$ cat src/rtl/mips_ctrl_pkg.sv
// Shared types and encodings for the multi-cycle MIPS control sequencer.
package mips_ctrl_pkg;

    typedef enum logic [3:0] {
        FETCH,
        DECODE,
        MEMADR,
        MEMRD,
        MEMWB,
        MEMWR,
        EXEC,
        ALUWB,
        ADDIEX,
        ADDIWB,
        BRANCH,
        JUMP,
        JAL,
        TRAP
    } state_t;

    localparam int unsigned OP_W = 6;

    localparam logic [OP_W-1:0] OP_RTYPE = 6'b000000;
    localparam logic [OP_W-1:0] OP_J     = 6'b000010;
    localparam logic [OP_W-1:0] OP_JAL   = 6'b000011;
    localparam logic [OP_W-1:0] OP_BEQ   = 6'b000100;
    localparam logic [OP_W-1:0] OP_BNE   = 6'b000101;
    localparam logic [OP_W-1:0] OP_ADDIU = 6'b001001;
    localparam logic [OP_W-1:0] OP_LW    = 6'b100011;
    localparam logic [OP_W-1:0] OP_SW    = 6'b101011;

    localparam logic [1:0] ALUOP_FUNCT = 2'b00;
    localparam logic [1:0] ALUOP_ADD   = 2'b01;
    localparam logic [1:0] ALUOP_SUB   = 2'b10;

    localparam logic [1:0] PCSRC_ALU    = 2'b00;
    localparam logic [1:0] PCSRC_ALUOUT = 2'b01;
    localparam logic [1:0] PCSRC_JUMP   = 2'b10;

    localparam logic [1:0] REGDST_RT = 2'b00;
    localparam logic [1:0] REGDST_RD = 2'b01;
    localparam logic [1:0] REGDST_RA = 2'b10;

    localparam logic [1:0] M2R_ALUOUT = 2'b00;
    localparam logic [1:0] M2R_MEM    = 2'b01;
    localparam logic [1:0] M2R_PC     = 2'b10;

    localparam logic [1:0] SRCB_REG   = 2'b00;
    localparam logic [1:0] SRCB_FOUR  = 2'b01;
    localparam logic [1:0] SRCB_IMM   = 2'b10;
    localparam logic [1:0] SRCB_IMMSH = 2'b11;

    typedef struct packed {
        logic       mem_read;
        logic       mem_write;
        logic       iord;
        logic       ir_write;
        logic       pc_write;
        logic       branch_eq;
        logic       branch_ne;
        logic [1:0] pc_src;
        logic       reg_write;
        logic [1:0] reg_dst;
        logic [1:0] mem_to_reg;
        logic       alu_src_a;
        logic [1:0] alu_src_b;
        logic [1:0] aluop;
        logic       illegal;
    } ctrl_t;

endpackage

$ cat src/rtl/ctrl_output_decode.sv
// Combinational control-word decode for the multi-cycle sequencer.
//   state     : current sequencer state
//   opcode    : opcode to use for state-dependent choices (latched by the top)
//   mem_ready : memory handshake, gates ir_write/pc_write in FETCH
//   ctrl_c    : full control word, every field 0 unless the state sets it
module ctrl_output_decode
    import mips_ctrl_pkg::*;
(
    input  state_t          state,
    input  logic [OP_W-1:0] opcode,
    input  logic            mem_ready,
    output ctrl_t           ctrl_c
);

    always_comb begin
        ctrl_c = '0;
        case (state)
            FETCH: begin
                ctrl_c.mem_read  = 1'b1;
                ctrl_c.alu_src_b = SRCB_FOUR;
                ctrl_c.aluop     = ALUOP_ADD;
                ctrl_c.pc_src    = PCSRC_ALU;
                ctrl_c.ir_write  = mem_ready;
                ctrl_c.pc_write  = mem_ready;
            end
            DECODE: begin
                ctrl_c.alu_src_b = SRCB_IMMSH;
                ctrl_c.aluop     = ALUOP_ADD;
            end
            MEMADR, ADDIEX: begin
                ctrl_c.alu_src_a = 1'b1;
                ctrl_c.alu_src_b = SRCB_IMM;
                ctrl_c.aluop     = ALUOP_ADD;
            end
            MEMRD: begin
                ctrl_c.mem_read = 1'b1;
                ctrl_c.iord     = 1'b1;
            end
            MEMWB: begin
                ctrl_c.reg_write  = 1'b1;
                ctrl_c.reg_dst    = REGDST_RT;
                ctrl_c.mem_to_reg = M2R_MEM;
            end
            MEMWR: begin
                ctrl_c.mem_write = 1'b1;
                ctrl_c.iord      = 1'b1;
            end
            EXEC: begin
                ctrl_c.alu_src_a = 1'b1;
                ctrl_c.alu_src_b = SRCB_REG;
                ctrl_c.aluop     = ALUOP_FUNCT;
            end
            ALUWB: begin
                ctrl_c.reg_write  = 1'b1;
                ctrl_c.reg_dst    = REGDST_RD;
                ctrl_c.mem_to_reg = M2R_ALUOUT;
            end
            ADDIWB: begin
                ctrl_c.reg_write  = 1'b1;
                ctrl_c.reg_dst    = REGDST_RT;
                ctrl_c.mem_to_reg = M2R_ALUOUT;
            end
            BRANCH: begin
                ctrl_c.alu_src_a = 1'b1;
                ctrl_c.alu_src_b = SRCB_REG;
                ctrl_c.aluop     = ALUOP_SUB;
                ctrl_c.pc_src    = PCSRC_ALUOUT;
                ctrl_c.branch_eq = (opcode == OP_BEQ);
                ctrl_c.branch_ne = (opcode == OP_BNE);
            end
            JUMP: begin
                ctrl_c.pc_src   = PCSRC_JUMP;
                ctrl_c.pc_write = 1'b1;
            end
            JAL: begin
                ctrl_c.pc_src     = PCSRC_JUMP;
                ctrl_c.pc_write   = 1'b1;
                ctrl_c.reg_write  = 1'b1;
                ctrl_c.reg_dst    = REGDST_RA;
                ctrl_c.mem_to_reg = M2R_PC;
            end
            TRAP: begin
                ctrl_c.illegal = 1'b1;
            end
            default: ctrl_c = '0;
        endcase
    end

endmodule

$ cat src/rtl/multicycle_control.sv
// Multi-cycle MIPS control sequencer: state register, opcode dispatch,
// retired-instruction counter and undefined-opcode trap.
//   clk, reset       : core clock, synchronous active-high reset
//   opcode           : instr[31:26], sampled in DECODE and MEMADR only
//   mem_ready        : memory handshake for FETCH, MEMRD, MEMWR
//   mem_read .. aluop: datapath selects and write enables
//   illegal          : held while trapped on an undefined opcode
//   instr_count      : retired instructions, wraps modulo 2^COUNT_W
module multicycle_control
    import mips_ctrl_pkg::*;
#(
    parameter int unsigned COUNT_W = 32
) (
    input  logic               clk,
    input  logic               reset,
    input  logic [5:0]         opcode,
    input  logic               mem_ready,
    output logic               mem_read,
    output logic               mem_write,
    output logic               iord,
    output logic               ir_write,
    output logic               pc_write,
    output logic               branch_eq,
    output logic               branch_ne,
    output logic [1:0]         pc_src,
    output logic               reg_write,
    output logic [1:0]         reg_dst,
    output logic [1:0]         mem_to_reg,
    output logic               alu_src_a,
    output logic [1:0]         alu_src_b,
    output logic [1:0]         aluop,
    output logic               illegal,
    output logic [COUNT_W-1:0] instr_count
);

    state_t          state;
    state_t          state_next;
    logic [OP_W-1:0] op_q;
    logic [OP_W-1:0] dec_op;
    logic            retire;
    ctrl_t           ctrl_c;
    ctrl_t           gated_c;

    // Next-state dispatch; opcode is looked at only in DECODE and MEMADR.
    always_comb begin
        state_next = state;
        case (state)
            FETCH:  if (mem_ready) state_next = DECODE;
            DECODE: begin
                case (opcode)
                    OP_LW, OP_SW:   state_next = MEMADR;
                    OP_RTYPE:       state_next = EXEC;
                    OP_ADDIU:       state_next = ADDIEX;
                    OP_BEQ, OP_BNE: state_next = BRANCH;
                    OP_J:           state_next = JUMP;
                    OP_JAL:         state_next = JAL;
                    default:        state_next = TRAP;
                endcase
            end
            MEMADR: state_next = (opcode == OP_SW) ? MEMWR : MEMRD;
            MEMRD:  if (mem_ready) state_next = MEMWB;
            MEMWR:  if (mem_ready) state_next = FETCH;
            EXEC:   state_next = ALUWB;
            ADDIEX: state_next = ADDIWB;
            MEMWB, ALUWB, ADDIWB, BRANCH, JUMP, JAL: state_next = FETCH;
            TRAP:   state_next = TRAP;
            default: state_next = FETCH;
        endcase
    end

    // Only terminal states ever move into FETCH, so any entry retires one.
    assign retire = (state != FETCH) && (state_next == FETCH);

    always_ff @(posedge clk) begin
        if (reset) begin
            state       <= FETCH;
            op_q        <= '0;
            instr_count <= '0;
        end else begin
            state <= state_next;
            if (state == DECODE) op_q <= opcode;
            if (retire) instr_count <= instr_count + COUNT_W'(1);
        end
    end

    // BRANCH picks eq/ne from the opcode captured in DECODE, not the live bus.
    assign dec_op = ((state == DECODE) || (state == MEMADR)) ? opcode : op_q;

    ctrl_output_decode u_decode (
        .state     (state),
        .opcode    (dec_op),
        .mem_ready (mem_ready),
        .ctrl_c    (ctrl_c)
    );

    // Everything is silenced while reset is asserted.
    assign gated_c = reset ? '0 : ctrl_c;

    assign mem_read   = gated_c.mem_read;
    assign mem_write  = gated_c.mem_write;
    assign iord       = gated_c.iord;
    assign ir_write   = gated_c.ir_write;
    assign pc_write   = gated_c.pc_write;
    assign branch_eq  = gated_c.branch_eq;
    assign branch_ne  = gated_c.branch_ne;
    assign pc_src     = gated_c.pc_src;
    assign reg_write  = gated_c.reg_write;
    assign reg_dst    = gated_c.reg_dst;
    assign mem_to_reg = gated_c.mem_to_reg;
    assign alu_src_a  = gated_c.alu_src_a;
    assign alu_src_b  = gated_c.alu_src_b;
    assign aluop      = gated_c.aluop;
    assign illegal    = gated_c.illegal;

endmodule

$ cat config.mk
export PLATFORM = sky130hd
export DESIGN_NAME = multicycle_control
export DESIGN_NICKNAME = d
export VERILOG_FILES = /design/src/rtl/mips_ctrl_pkg.sv /design/src/rtl/ctrl_output_decode.sv /design/src/rtl/multicycle_control.sv
export SDC_FILE = /design/constraint.sdc
export NUM_CORES = 1
export LEC_CHECK = 0
export CAP_MARGIN = 20
export CORE_MARGIN = 2
export CORE_UTILIZATION = 51
export DETAILED_ROUTE_END_ITERATION = 10
export GPL_TIMING_DRIVEN = 0
export PLACE_DENSITY = 0.8
export SYNTH_ARGS = -nofsm -noshare
export SYNTH_HDL_FRONTEND = slang
export SYNTH_SLANG_ARGS = --single-unit
$ cat constraint.sdc
create_clock -name clk -period 3.2 [get_ports clk]
set_input_delay 0.48 -clock clk [delete_from_list [all_inputs] [get_ports clk]]
set_output_delay 0.48 -clock clk [all_outputs]
set_load 0.02 [all_outputs]
* Word level (Yosys, flattened, before mapping)
Index checks and enable logic that the tools add are counted.
** Word-level totals
- Flip-flop bits (word level) :: 42
- Input port bits :: 9
- Output and inout port bits :: 52
- Logic and storage cells :: 58
** Operators by class
- $add $sub $neg :: 1
- Eq/ne operators :: 22
- Multiplexer cells :: 19
- Reductions and logical operators :: 13
** Operator list (number)
- $add A32 B1 Y32 const B :: 1
- $pmux W4 S8 :: 1
- $eq A4 B4 Y1 const B :: 6
- $eq A6 B3 Y1 const B :: 4
- $pmux W4 S6 :: 1
- $mux W20 :: 1
- $pmux W5 S4 :: 1
- $eq A4 B3 Y1 const B :: 4
- $pmux W4 S4 :: 1
- $eq A6 B2 Y1 const B :: 2
- $eq A6 B6 Y1 const B :: 2
- $mux W4 :: 3
- $reduce_or A2 Y1 :: 6
- $eq A4 B2 Y1 const B :: 2
- $logic_not A4 Y1 :: 2
- $eq A6 B4 Y1 const B :: 1
- $logic_not A6 Y1 :: 1
- $mux W1 :: 6
- $mux W6 :: 1
- $eq A4 B1 Y1 const B :: 1
- $pmux W2 S2 :: 1
- $reduce_bool A4 Y1 :: 1
- $reduce_or A4 Y1 :: 1
- $mux W3 :: 1
- 4 further kinds :: 4

* Depth between registers and ports, before layout
- Depth in word-level cells :: 6
- Mapped depth :: 8
- Mapped depth without buffers :: 7

* Hierarchy
From an unflattened synthesis, not the netlist that was laid out.
** Second synthesis, totals
- Cells, all modules :: 379
- Area total of the unflattened synthesis :: 2955.3 um2
** Modules (own cells, without submodules)
- multicycle_control :: times used 1, cells an instance 336, area an instance 2677.6 um2, seq. area each 840.8 um2
- ctrl_output_decode :: times used 1, cells an instance 43, area an instance 277.8 um2, seq. area each 0.0 um2

* Least setup slack after synthesis
Ideal clock, no wire load.
- Kind :: input-to-output
- From :: in reset
- To :: out reg_dst[1]
- Data arrival time :: 2114 ps
- Required time :: 2720 ps
- Path slack :: 606 ps
- Cell stages on the path :: 5
- Buffers on the path :: 4
- Cell sequence :: clkbuf_1 clkbuf_1 clkbuf_1 nor4_1 buf_4
** Between the ends
- Cells in the longest elaborated chain, start to end :: 1
** RTL lines
- start: declaration :: line multicycle_control.sv:15 : input logic reset,
- $mux W20 :: line multicycle_control.sv:97 : assign gated_c = reset ? '0 : ctrl_c;
- end: declaration :: line multicycle_control.sv:27 : output logic [1:0] reg_dst,
No other way between the ends.

* Final worst setup path
- From :: in opcode[5]
- To :: reg instr_count[3]
** Between the ends
- Cells in the longest elaborated chain, start to end :: 6
- Elaborated cells between the ends (all ways) :: 15
- Those cells by class :: eq/ne: 7; mux: 3; reduce/logical: 5
** RTL lines
- start: declaration :: line multicycle_control.sv:16 : input logic [5:0] opcode,
- $eq A6 B3 Y1 (tied with other cells) :: line multicycle_control.sv:50 : case (opcode)
- $reduce_or A2 Y1 :: line multicycle_control.sv:50
- $pmux W4 S6 :: line multicycle_control.sv:50
- $pmux W4 S8 * :: line multicycle_control.sv:47 : case (state)
- $logic_not A4 Y1 * :: line multicycle_control.sv:72 : assign retire = (state != FETCH) && (state_next == FETCH);
- $logic_and A1 B1 Y1 * :: line multicycle_control.sv:72
- end signal: assignment :: line multicycle_control.sv:82 : if (retire) instr_count <= instr_count + COUNT_W'(1);
- end: declaration :: line multicycle_control.sv:33 : output logic [COUNT_W-1:0] instr_count
Mark *: on every way between the ends. The rest lies on a longest branch, timed or not.
A chain may end at the register's enable or synchronous reset.

==> results.json <==
{
  "cts_sinks": 42,
  "power.switching_mw": 0.573,
  "synth.most_common_cell": "nor2_1",
  "via_per_inst": 5.79,
  "power_density_nw_per_um2": 413,
  "drcViolationCount": 0,
  "p_leak_nw": 1.31,
  "die_w_um": 78.4,
  "clockRootBuffer": "clkbuf_8",
  "path_max_fanout": 10,
  "p_total_mw": 1.48,
  "finalCriticalPeriod_ns": 3.05,
  "io_buffers": 57,
  "initial_core_util": 0.519,
  "placed_cell_area_um2": 3490,
  "yosys-top-cells-area": "dfxtp_1 30%, mux2_2 12%, nor2b_1 7.3%",
  "die_h_um": 78.4,
  "switching_share": 0.386,
  "combPwrFrac": 0.383,
  "gp_congestion": 0.870,
  "synthCells": 369,
  "grt_pass1_wl_mm": 12.1,
  "multi_input_area_um2": 1830,
  "fillCellCount": 499,
  "syn_area_um2": 2830,
  "antenna_found_initial": 0,
  "cts_tree": "built",
  "hold_end": "op_q[2]",
  "clk_pin_slew_ns": 0.07,
  "min_path_cells": 2,
  "numCtsBuffers": 5,
  "final_util": 0.660,
  "yosysTopAreaCellShare": 0.298,
  "ys_types": 49,
  "async_flop_share": 0,
  "dr.pass1.iters": 6,
  "yosysWarnings": 0,
  "clkPwrFrac": 0.238,
  "min_from": "op_q[2]",
  "r2r_start": "state[2]",
  "clockBufferDepth": 2,
  "yosysTopAreaCell": "dfxtp_1",
  "ir_worst_vdd_mv": 0.346,
  "dp_cells": 498,
  "row_count": 27,
  "syn_to_final_growth_pct": 27.0,
  "insertion_delay_ns": 0.30,
  "slew_headroom": 0.469,
  "maxCapViolations": 0,
  "r2r_slack_ns": 0.44,
  "synth_nets": 379,
  "intPower_mw": 0.909,
  "maxSlewViolCount": 0,
  "rsz0062_at_grt": "false",
  "sequentialPowerShare": 0.380,
  "r2r_cells": 8,
  "hold_class": "reg2reg",
  "fin_cells": 507,
  "io_pins": 61,
  "grt.total_usage": 0.239,
  "postLayoutCellArea_um2": 3590,
  "tightestPinTransition_ns": 0.791,
  "vias": 2937,
  "grt_pass1_vias": 2602,
  "wl_per_cell_um": 14.2,
  "rr_endpoint": "instr_count[3]",
  "ys_seq_area_frac": 0.298,
  "cts_hold_buf": 0,
  "clock_skew_ns": 0.00578,
  "synth_top_flop_cell": "dfxtp_1",
  "drive_gt1_frac": 0.126,
  "setup.worst_path.end_class": "flip-flop",
  "h-tree-depth": 2,
  "fmax_mhz": 328,
  "grt_overflow_total": 0,
  "cp_data_arrival_time_ns": 3.23,
  "setup_viol": 0,
  "critical_path_class": "in2reg",
  "drt_iter0_markers": 173,
  "seqCellArea_um2": 841,
  "place_hpwl_mm": 5.29,
  "layout_worst_path_cycle_share": 0.952,
  "dieArea_um2": 6150,
  "drt-total-wl_mm": 7.20,
  "status": "finished clean",
  "diodes": 0,
  "synth-seq-cells": 42,
  "syn_area_per_cell_um2": 7.66,
  "finalHoldViolCount": 0,
  "core-area_um2": 5440,
  "critPathRequiredTime_ns": 3.39,
  "setup.worst_path.start_class": "input pin",
  "grt_max_degree": 13,
  "nets": 444,
  "synth-edff-count": 0,
  "antenna_left": 0,
  "synth_commonest_cells": "49 x nor2_1, 42 x dfxtp_1, 33 x nor2b_1"
}
==> worst max path at each step <==
stage	to	slack (ns)	from
2_1_floorplan	reg_dst[1]	0.61	reset
3_3_place_gp	instr_count[3]	-0.17	opcode[2]
3_5_place_dp	instr_count[3]	-0.22	opcode[2]
4_1_cts	reg_write	0.08	reset
5_1_grt	instr_count[31]	0.009	opcode[2]
6_report	instr_count[3]	0.15	opcode[5]
==> layer usage <==
metal / share of wire / global-route usage / vias to the layer above
met5: 0 / 0 / -
met4: 0.0093 / 0.0561 / 0
met3: 0.053 / 0.0356 / 6
met2: 0.50 / 0.409 / 85
met1: 0.44 / 0.318 / 1390
li1: - / - / 1456
==> area by class of cell <==
cell class,instances,share of cell area
flip-flops and latches,42,0.234
clock inverters,1,0.00139
inverters,4,0.00418
well taps,72,0.0251
repair buffers,58,0.161
clock buffers,7,0.0241
plain buffers,33,0.0401
multi-input cells,290,0.510
==> state kept, by name, indices dropped and copies added (netlist names) <==
| register | cells |
|---|---|
| op_q | 6 |
| instr_count | 32 |
| state | 4 |
==> cells in the final DEF (no fill, tap or decap), types with 3 or more instances in the layout <==
cell type / count
mux2_2: 29
nand2b_1: 7
o31ai_1: 4
inv_1: 4
a21boi_0: 3
nor2b_1: 33
buf_2: 6
and4_1: 4
nand4_1: 7
nor2_1: 49
clkbuf_8: 6
nor3_1: 10
nand3_1: 16
dfxtp_1: 42
and3_1: 12
clkbuf_1: 20
buf_4: 3
nand2_1: 28
and2_1: 3
clkdlybuf4s50_1: 57
nor4_1: 28
clkbuf_2: 4
a21oi_1: 13
nor4b_1: 5
o21ai_0: 8
==> power by group through the flow <==
stage | Sequential (mW) | Clock (mW) | Combinational [mW]
6_report | 0.563 | 0.352 | 0.567
5_1_grt | 0.566 | 0.382 | 0.623
4_1_cts | 0.563 | 0.357 | 0.549
3_5_place_dp | 0.575 | 0 | 0.546
3_3_place_gp | 0.574 | 0 | 0.535
2_1_floorplan | 0.573 | 0 | 0.385
==> what timing repair did <==
| action | CTS | global route |
|---|---|---|
| setup buffers | 0 | 1 |
| pin swaps | 0 | 1 |
| gates resized for setup | 1 | 3 |
| hold endpoints to repair | 0 | 0 |
| endpoints found under the setup margin | 1 | 25 |
==> logic make-up after synthesis <==
family,Yosys count,synth area share
fa+ha+maj,2,0.00797
xor+xnor,3,0.00930
buf+inv,37,0.0549
mux,31,0.123
flops,42,0.298
compound gates,35,0.0775
simple gates,219,0.430
==> critical path, stage by stage <==
cell	delay [ns]
clkdlybuf4s50_1	0.55
and4b_1	0.30
a31o_1	0.19
a222oi_1	0.40
o211ai_1	0.16
buf_4	0.19
buf_2	0.18
nor4_1	0.40
mux2_2	0.38
==> per-stage QoR <==
| step | hold WS, ns | TNS, ns | setup slack, ns |
|---|---|---|---|
| after floorplan | 0.432 | 0 | 0.606 |
| after detailed placement | 0.445 | -3.49 | -0.219 |
| final | 0.451 | 0 | 0.154 |
| after global placement | 0.442 | -2.13 | -0.173 |
| after CTS | 0.456 | 0 | 0.0756 |
| after global routing | 0.487 | 0 | 0.00882 |
(Power assumes the default switching activity.)
